### src/rtl/cdc_pkg.sv
// Shared constants and helpers for the clock-domain-crossing blocks.
//   CDC_SYNC_STAGES_*   : default and legal range of synchronizer depth
//   CDC_STABLE_CYCLES_* : default and legal range of the stability filter window
//   cdc_cnt_width()     : width of the stability counter for a given window
package cdc_pkg;

  localparam int unsigned CDC_SYNC_STAGES_DEF   = 2;
  localparam int unsigned CDC_SYNC_STAGES_MIN   = 2;
  localparam int unsigned CDC_SYNC_STAGES_MAX   = 4;

  localparam int unsigned CDC_STABLE_CYCLES_DEF = 4;
  localparam int unsigned CDC_STABLE_CYCLES_MIN = 1;
  localparam int unsigned CDC_STABLE_CYCLES_MAX = 255;

  // max(1, clog2(n)): the counter only ever reaches n-1, so it never wraps.
  function automatic int unsigned cdc_cnt_width(input int unsigned stable_cycles);
    return (stable_cycles > 2) ? $clog2(stable_cycles) : 1;
  endfunction

endpackage

### src/rtl/cdc_sync_chain.sv
// Multi-flop synchronizer for one asynchronous bit.
//   clk   : destination clock
//   rst_n : asynchronous active-low reset, loads RESET_VALUE into every stage
//   d     : asynchronous input bit
//   q     : synchronized output (last stage)
module cdc_sync_chain
  import cdc_pkg::*;
#(
  parameter int unsigned SYNC_STAGES = CDC_SYNC_STAGES_DEF,
  parameter logic        RESET_VALUE = 1'b0
) (
  input  logic clk,
  input  logic rst_n,
  input  logic d,
  output logic q
);

  if (SYNC_STAGES < CDC_SYNC_STAGES_MIN || SYNC_STAGES > CDC_SYNC_STAGES_MAX) begin : gen_bad_stages
    $error("cdc_sync_chain: SYNC_STAGES out of legal range 2..4");
  end

  // Pure flop chain: nothing may be placed between stages, and the tools must
  // keep the flops adjacent so metastability has a full cycle to resolve.
  (* ASYNC_REG = "TRUE", dont_touch = "true" *) logic [SYNC_STAGES-1:0] sync_q;

  always_ff @(posedge clk or negedge rst_n) begin
    if (!rst_n) begin
      sync_q <= {SYNC_STAGES{RESET_VALUE}};
    end else begin
      sync_q <= {sync_q[SYNC_STAGES-2:0], d};
    end
  end

  assign q = sync_q[SYNC_STAGES-1];

endmodule

### src/rtl/cdc_bit_synchronizer.sv
// Single-bit CDC receiver: synchronizer chain, stability filter and edge strobes.
//   clk           : clock for all logic
//   rst_n         : asynchronous active-low reset (deassertion synchronous to clk)
//   data_in       : asynchronous level input
//   data_out_fast : synchronized copy of data_in
//   data_out_slow : debounced copy of data_out_fast
//   rise_pulse    : one-cycle strobe on 0->1 of data_out_fast
//   fall_pulse    : one-cycle strobe on 1->0 of data_out_fast
module cdc_bit_synchronizer
  import cdc_pkg::*;
#(
  parameter int unsigned SYNC_STAGES   = CDC_SYNC_STAGES_DEF,
  parameter int unsigned STABLE_CYCLES = CDC_STABLE_CYCLES_DEF,
  parameter logic        RESET_VALUE   = 1'b0
) (
  input  logic clk,
  input  logic rst_n,
  input  logic data_in,
  output logic data_out_fast,
  output logic data_out_slow,
  output logic rise_pulse,
  output logic fall_pulse
);

  if (STABLE_CYCLES < CDC_STABLE_CYCLES_MIN ||
      STABLE_CYCLES > CDC_STABLE_CYCLES_MAX) begin : gen_bad_stable
    $error("cdc_bit_synchronizer: STABLE_CYCLES out of legal range 1..255");
  end

  localparam int unsigned     CNT_W    = cdc_cnt_width(STABLE_CYCLES);
  localparam logic [CNT_W-1:0] CNT_LAST = CNT_W'(STABLE_CYCLES - 1);

  logic             fast;
  logic             prev_q;
  logic             slow_q, slow_d;
  logic [CNT_W-1:0] cnt_q, cnt_d;

  cdc_sync_chain #(
    .SYNC_STAGES (SYNC_STAGES),
    .RESET_VALUE (RESET_VALUE)
  ) u_sync_chain (
    .clk   (clk),
    .rst_n (rst_n),
    .d     (data_in),
    .q     (fast)
  );

  // cnt counts consecutive cycles of disagreement; any agreement restarts it,
  // so only a change held for the whole window reaches the slow output.
  always_comb begin
    slow_d = slow_q;
    cnt_d  = cnt_q;
    if (fast == slow_q) begin
      cnt_d = '0;
    end else if (cnt_q == CNT_LAST) begin
      slow_d = fast;
      cnt_d  = '0;
    end else begin
      cnt_d = cnt_q + 1'b1;
    end
  end

  always_ff @(posedge clk or negedge rst_n) begin
    if (!rst_n) begin
      prev_q <= RESET_VALUE;
      slow_q <= RESET_VALUE;
      cnt_q  <= '0;
    end else begin
      prev_q <= fast;
      slow_q <= slow_d;
      cnt_q  <= cnt_d;
    end
  end

  // Both operands are flop outputs, so the strobes are glitch-free.
  assign data_out_fast = fast;
  assign data_out_slow = slow_q;
  assign rise_pulse    = fast & ~prev_q;
  assign fall_pulse    = ~fast & prev_q;

endmodule

### config.mk
export PLATFORM = sky130hd
export DESIGN_NAME = cdc_bit_synchronizer
export DESIGN_NICKNAME = d
export VERILOG_FILES = /design/src/rtl/cdc_pkg.sv /design/src/rtl/cdc_sync_chain.sv /design/src/rtl/cdc_bit_synchronizer.sv
export SDC_FILE = /design/constraint.sdc
export NUM_CORES = 1
export LEC_CHECK = 0
export ABC_AREA = 1
export CORE_AREA = 3 3 40 42
export DETAILED_ROUTE_END_ITERATION = 7
export DIE_AREA = 0 0 43 45
export PLACE_DENSITY = 0.42
export SLEW_MARGIN = 40
export SYNTH_ARGS = -nofsm -noshare
export SYNTH_HDL_FRONTEND = slang
export SYNTH_SLANG_ARGS = --single-unit
### constraint.sdc
create_clock -name clk -period 0.92 [get_ports clk]
set_input_delay 0.23 -clock clk [delete_from_list [all_inputs] [get_ports clk]]
set_output_delay 0.23 -clock clk [all_outputs]
set_load 0.02 [all_outputs]
# After elaboration in Yosys (flattened, before gate mapping)
# Cells that the tools add are included.
dict set report classes {
  eq_ne 2
  n_reduce_logical 1
  n_bitwise 5
  mux 2
  n_addsub 1
}
# operator n
set op_table {}
lappend op_table {{2-bit 2-to-1 mux} 2}
lappend op_table {{1-bit NOT} 3}
lappend op_table {{2-bit by 1-bit adder with 2-bit output (second input constant)} 1}
lappend op_table {{1-bit bitwise AND} 2}
lappend op_table {{2-bit == test (second input constant)} 1}
lappend op_table {{2-bit AND reduction} 1}
lappend op_table {{1-bit == test} 1}
dict set report totals {
  word_cells 15
  input_bits 3
  register_bits 6
  out_inout_bits 4
}

# Longest topological paths before layout
# Gate-level depths: netlist (run 1).
dict set report logic_depth {
  word_depth 3
  mapped_depth 4
  mapped_depth_nobuf 4
}

# Cells and area by module
# From an unflattened synthesis (run 1), not the netlist that was laid out.
dict set report unflattened {
  hier_cells 21
  area_unflattened_um2 219.0
}
# module seq_area_each_um2 cells_each area_each_um2 n_inst
set by_module_without_submodules {}
lappend by_module_without_submodules {cdc_bit_synchronizer 100.1 19 168.9 1}
lappend by_module_without_submodules {cdc_sync_chain 50.0 2 50.0 1}

# Worst setup path before layout (run 1)
# OpenSTA, ideal clock, no wires.
dict set report synth_timing {
  path_type {flip-flop to output port}
  from {register u_sync_chain.sync_q[1]}
  to {output port rise_pulse}
  stages_incl_launch_ff 3
  n_path_buf 0
  setup_slack_ns -0.176
  required_time_ns 0.690
  t_arrival_ns 0.866
  path_cell_list {dfrtp_1 inv_1 nor2_1}
}
dict set report synth_between {
  elab_chain_len 1
}
# element line
set synth_lines {}
lappend synth_lines {{start: declaration} cdc_sync_chain.sv:24} ;# (* ASYNC_REG = "TRUE", dont_touch = "true" *) logic [SYNC_STAGES-1:0] sync_q;
lappend synth_lines {{start signal: assignment} cdc_sync_chain.sv:28} ;# sync_q <= {SYNC_STAGES{RESET_VALUE}};
lappend synth_lines {{start signal: assignment} cdc_sync_chain.sv:30} ;# sync_q <= {sync_q[SYNC_STAGES-2:0], d};
lappend synth_lines {{1-bit bitwise AND} cdc_bit_synchronizer.sv:78} ;# assign rise_pulse = fast & ~prev_q;
lappend synth_lines {{end: declaration} cdc_bit_synchronizer.sv:21} ;# output logic rise_pulse,
# No other way between the ends.

# Worst setup path in the final report (run 1)
dict set report layout_timing {
  from {register u_sync_chain.sync_q[1]}
  to {output port fall_pulse}
}
dict set report layout_between {
  elab_chain_len 2
}
# element line
set layout_lines {}
lappend layout_lines {{1-bit NOT} cdc_bit_synchronizer.sv:79} ;# assign fall_pulse = ~fast & prev_q;
lappend layout_lines {{1-bit bitwise AND} cdc_bit_synchronizer.sv:79}
lappend layout_lines {{end: declaration} cdc_bit_synchronizer.sv:22} ;# output logic fall_pulse
# No other way between the ends.

==> results of run 1 <==
-- cells by family (layout without fill, tap and decap cells) --
group,count (synthesis),count (layout)
buf+inv,4,16
flops,6,6
fa+ha+maj,1,1
simple gates,9,9
compound gates,1,1
-- stage by stage --
stage / area, µm² / hold WS [ps] / cells / total power, mW
finish: 357 / 230 / 48 / 0.922
global route: 357 / 254 / 48 / 1.00
CTS: 348 / 224 / 48 / 0.918
detailed placement: 319 / 336 / 43 / 0.629
global placement: 319 / 335 / 43 / 0.621
floorplan: 233 / -65.6 / 21 / 0.508
-- what timing repair did --
item	4_1_cts	5_1_grt
buffers inserted	1	0
endpoints found under the hold margin	0	0
gates cloned	0	0
pin swaps	2	5
endpoints found under the setup margin	5	6
gates resized for setup	22	4
-- cell usage after synthesis --
cell type	instances	area share [%]
dfrtp_1	6	69
inv_1	4	6.9
nand2_1	4	6.9
nor2_1	4	6.9
ha_1	1	5.7
o21ai_0	1	2.3
or2_0	1	2.9
-- state kept, by name (all words and copies together), names as in the netlist --
register and flops:
data_out_slow 1, u_sync_chain.sync_q 2, prev_q 1, cnt_q 2
-- routing by layer --
layer / track usage (%) / vias up
li1: - / 86
met1: 5.67 / 69
met2: 6.29 / 7
met3: 2.79 / 0
met4: 7.23 / 0
met5: 0 / -
-- report_power, final --
part	switching (mW)	total [mW]	internal [mW]
sequential	0.0332	0.362	0.329
clock	0.101	0.266	0.165
combinational	0.149	0.294	0.145
-- layout make-up --
cell class / instances / area, µm² / area share [%]
Clock buffer: 4 / 26.3 / 7.37
Inverter: 4 / 15.0 / 4.21
Multi-Input combinational cell: 11 / 71.3 / 20.0
Sequential cell: 6 / 151 / 42.5
Tap cell: 15 / 18.8 / 5.26
Timing Repair Buffer: 8 / 73.8 / 20.7
-- worst paths after layout --
kind / startpoint / end / slack, ps / depth (start not counted)
max: u_sync_chain.sync_q[1]$_DFF_PN0_ / fall_pulse / -230 / 2
min: rst_n / u_sync_chain.sync_q[0]$_DFF_PN0_ / 230 / 1
max reg2reg: cnt_q[0]$_DFF_PN0_ / cnt_q[0]$_DFF_PN0_ / 20 / 3
min reg2reg: u_sync_chain.sync_q[0]$_DFF_PN0_ / u_sync_chain.sync_q[1]$_DFF_PN0_ / 350 / 0
max in group asynchronous: rst_n / u_sync_chain.sync_q[1]$_DFF_PN0_ / 450 / 1
min in group clk: u_sync_chain.sync_q[0]$_DFF_PN0_ / u_sync_chain.sync_q[1]$_DFF_PN0_ / 350 / 0
==> flow_metrics.tcl, run 1 <==
set metrics [dict create \
    rows 13 \
    finalCritPeriodShare_pct 125 \
    cts-hold-fix-buffers 0 \
    die_height_um 45 \
    crit_required_ps 690 \
    drc_errors 0 \
    htree_levels 1 \
    period_needed_ps 1150 \
    startpoint_type "flip-flop" \
    yosys_warnings 0 \
    ir_worst_vdd_v 0.000733 \
    nets 38 \
    synth_simple_gate_area_share_pct 16.6 \
    initial_core_util_pct 17.0 \
    path_delay_family "flip-flops" \
    wl_um 391 \
    grt_pass1_vias 156 \
    crit_arrival_ps 920 \
    dp_hpwl_um 279 \
    power_density_nw_per_um2 2580 \
    synthesis.nets 25 \
    crit_path_end_kind "primary output" \
    synthXorXnorAreaFrac_pct 0 \
    status "finished with violations" \
    max_freq_mhz 872 \
    syn-instance-count 21 \
    layout_common_cells "dfrtp_1 (5), nand2_1 (3), clkbuf_4 (3), buf_6 (3)" \
    worstPathCellList "nor2_2 -> buf_6" \
    synth_cell_types 7 \
    drive_gt1_share_pct 51.5 \
    die_area_um2 1940 \
    clock_latency_ps 240 \
    drtIter0Drc 1 \
    synth_top_family_by_area "simple AND/OR/NAND/NOR gates" \
    cap_violations 0 \
    finalSetupViolCount 4 \
    final_common_cell "dfrtp_1" \
    crit_slowest_cell "dfrtp_2" \
    tightest_slew_ps 281 \
    dr_total_vias 162 \
    overflow 0 \
    finalWorstSetupSlack_ps -227 \
    clock_skew_ps 2.12 \
    clk_pin_slew_worst_paths_ps 50 \
    dpl_worst_slack_ps -453 \
    grt_setup_unrepaired "yes" \
    post-route-util_pct 27.8 \
    grt_antenna_before_repair 0 \
    critPathMaxFanout 4 \
    wl_met2_um 171 \
    final_max_slew_viol_count 0 \
    cts_tree "yes" \
    drt-met1-wl_um 177 \
    track_usage_pct 5.29 \
    crit_buf_inv 1 \
    grt_first_pass_wirelength_um 662 \
    synth_mux_area_share_pct 0 \
    ioPinCount 7 \
    ys_seq_elements 6 \
    core_um2 1280 \
    yosysSeqAreaShare_pct 68.6 \
    synth_fa_ha_area_share_pct 5.71 \
    p_leak_nw 0.172 \
    clkSinkCount 6 \
    antennaDiodeCount 0 \
    cts_buffer_depth 2 \
    top_layer "met3" \
    nFillCells 134 \
    synth_area_per_cell_um2 10.4 \
    violations "setup timing" \
    wire_per_inst_um 8.15 \
    die_w_um 43 \
    gp_congestion 0.713 \
    root_buffer "clkbuf_4" \
    grt_max_degree 7 \
    wl_met3_um 41 \
    area_growth_pct 62.9 \
    synth-compound-area-share_pct 2.29 \
    final-hold-violation-count 0 \
    cts_buffers 3 \
    firstDrtPassIters 4 \
    relSlewSlack_pct 81.2 \
    setup-tns-final_ps -656 \
    slowest_delay_ps 430 \
    port_buffers 6 \
    hold_path.class "in -> async" \
    netlist_area_um2 219 \
    viasPerCell 3.38 \
    antenna_left 0 \
    crit_type "reg -> out" \
]
Note: power is estimated with default switching activity, not from simulation.
==> run 2, diff against run 1 <==
Settings changed: PLACE_DENSITY 0.42 to 0.41.
Clock period 0.92 ns to 1.3 ns, I/O delays scaled along.
==> run 2 against run 1 <==
  * The flow now finishes without violations
  * Setup slack gained 270 ps
  * Power down 36%
  * Final cell count rose by 2.1%
  * Global-route usage shrank 1.0 points
  * Non-clock buffer count up 2
==> flow_metrics.tcl, run 2 (synthesized netlist as in run 1, its figures left out) <==
set metrics [dict create \
    power_density_nw_per_um2 1700 \
    drive_gt1_share_pct 29.4 \
    power_frac_comb_pct 29.4 \
    crit_buf_inv 1 \
    rows 13 \
    p_switching_mw 0.168 \
    layout_common_cells "dfrtp_1 (6), buf_4 (6), inv_1 (4), nand2_1 (4)" \
    overflow 0 \
    path_delay_family "flip-flops" \
    cap_violations 0 \
    firstDrtPassIters 2 \
    hold_path.class "in -> async" \
    die_w_um 43 \
    dr_total_vias 165 \
    r2r_setup_slack_ps 330 \
    cts_tree "yes" \
    cts_buffers 3 \
    crit_cells 1 \
    clkPwrFrac_pct 28.0 \
    final_max_slew_viol_count 0 \
    status "finished clean" \
    ff_latch_area_um2 150 \
    cts_buffer_depth 2 \
    crit_path_end_kind "primary output" \
    crit_slowest_cell "dfrtp_1" \
    placed_area_um2 320 \
    gp_congestion 0.666 \
    fin_cells 49 \
    ioPinCount 7 \
    clkSinkCount 6 \
    wl_um 354 \
    die_height_um 45 \
    antenna_left 0 \
    largestRegisters "cnt_q: 2 flops, u_sync_chain.sync_q: 2 flops" \
    max_freq_mhz 797 \
    startpoint_type "flip-flop" \
    dp_hpwl_um 266 \
    swShare_pct 28.6 \
    cts-hold-fix-buffers 0 \
    die_area_um2 1940 \
    p_leak_nw 0.184 \
    port_buffers 6 \
    finalSetupViolCount 0 \
    root_buffer "clkbuf_4" \
    crit_type "reg -> out" \
    drtIter0Drc 1 \
    finalCritPeriodShare_pct 96.5 \
    period_needed_ps 1250 \
    tightest_slew_ps 278 \
    worstPathCellList "clkdlybuf4s15_1" \
    grt_first_pass_wirelength_um 531 \
    core_um2 1280 \
    viasPerCell 3.37 \
    final_cell_area_um2 347 \
    wire_per_inst_um 7.22 \
    critPathMaxFanout 4 \
    grt_antenna_before_repair 0 \
    grt_pass1_vias 141 \
    multi_input_area_um2 56.3 \
    worstRegToRegCells 3 \
    crit_arrival_ps 930 \
    clock_latency_ps 240 \
    htree_levels 1 \
    initial_core_util_pct 17.0 \
    placedCellCount 45 \
    grt_max_degree 7 \
    nets 40 \
    crit_required_ps 980 \
    nFillCells 139 \
    grt_setup_unrepaired "yes" \
    clk_pin_slew_worst_paths_ps 40 \
    clock_skew_ps 0.342 \
    final-hold-violation-count 0 \
    track_usage_pct 4.28 \
    seqPwrFrac_pct 42.6 \
    area_growth_pct 58.3 \
    relSlewSlack_pct 81.4 \
    antennaDiodeCount 0 \
    p_int_mw 0.420 \
    slowest_delay_ps 380 \
    drc_errors 0 \
    ir_worst_vdd_v 0.000587 \
]
## run 2: cell count changes in the layout (fill, tap and decap cells not counted), sizes merged
cell           before  now
clkbuf              4    3
dlygate4sd2         0    1
clkdlybuf4s15       0    1
## run 2: worst paths after layout
kind | startpoint | to
worst max-delay path | u_sync_chain.sync_q[1]$_DFF_PN0_ | data_out_fast
worst min-delay path | rst_n | cnt_q[0]$_DFF_PN0_
worst max register to register | cnt_q[0]$_DFF_PN0_ | cnt_q[0]$_DFF_PN0_
worst min register to register | u_sync_chain.sync_q[0]$_DFF_PN0_ | u_sync_chain.sync_q[1]$_DFF_PN0_
max in group asynchronous | rst_n | prev_q$_DFF_PN0_
min in group clk | u_sync_chain.sync_q[0]$_DFF_PN0_ | u_sync_chain.sync_q[1]$_DFF_PN0_
## run 2: power groups by stage
stage	Sequential, mW	Combinational, mW	Clock [mW]
after floorplan	0.274	0.0796	0
after global placement	0.252	0.182	0
after detailed placement	0.255	0.184	0
after CTS	0.252	0.172	0.175
after global routing	0.255	0.193	0.180
final	0.251	0.173	0.165
## run 2: per-stage QoR
step | total power [mW] | TNS (ps) | util [%] | hold slack [ps] | setup slack, ps
final | 0.588 | 0 | 27.0 | 331 | 45.8
after global routing | 0.629 | -14.5 | 27.0 | 346 | -10.0
after CTS | 0.599 | 0 | 25.8 | 324 | 2.11
after detailed placement | 0.439 | -355 | 24.9 | 339 | -178
after global placement | 0.434 | -285 | 24.9 | 335 | -140
after floorplan | 0.353 | 0 | - | 29.4 | 109
## run 2: final cells by class
cell class | instances | share of cell area [%]
clock buffers | 3 | 6.50
inverters | 4 | 4.33
multi-input cells | 11 | 16.2
flip-flops and latches | 6 | 43.3
well taps | 15 | 5.42
repair buffers | 10 | 24.2
## run 2: repair_timing
item                       4_1_cts  5_1_grt
buffers inserted                 0        1
resized for setup               11        3
pin swaps                        0        0
setup endpoints to repair        4        3
hold endpoints to repair         0        0
## run 2: layer usage
layer | up-vias | wire [µm] | GRT usage, % | part of all wire (%)
met5 | - | 0 | 0 | 0
met4 | 0 | 0 | 3.61 | 0
met3 | 0 | 46 | 3.98 | 13
met2 | 7 | 124 | 4.49 | 35
met1 | 70 | 183 | 4.94 | 52
li1 | 88 | - | - | -
==> run 3, diff against run 2 <==
Settings changed: SLEW_MARGIN 40 to 15.
==> results of run 3 <==
Final layout, timing and power as in run 2 (identical DEF).
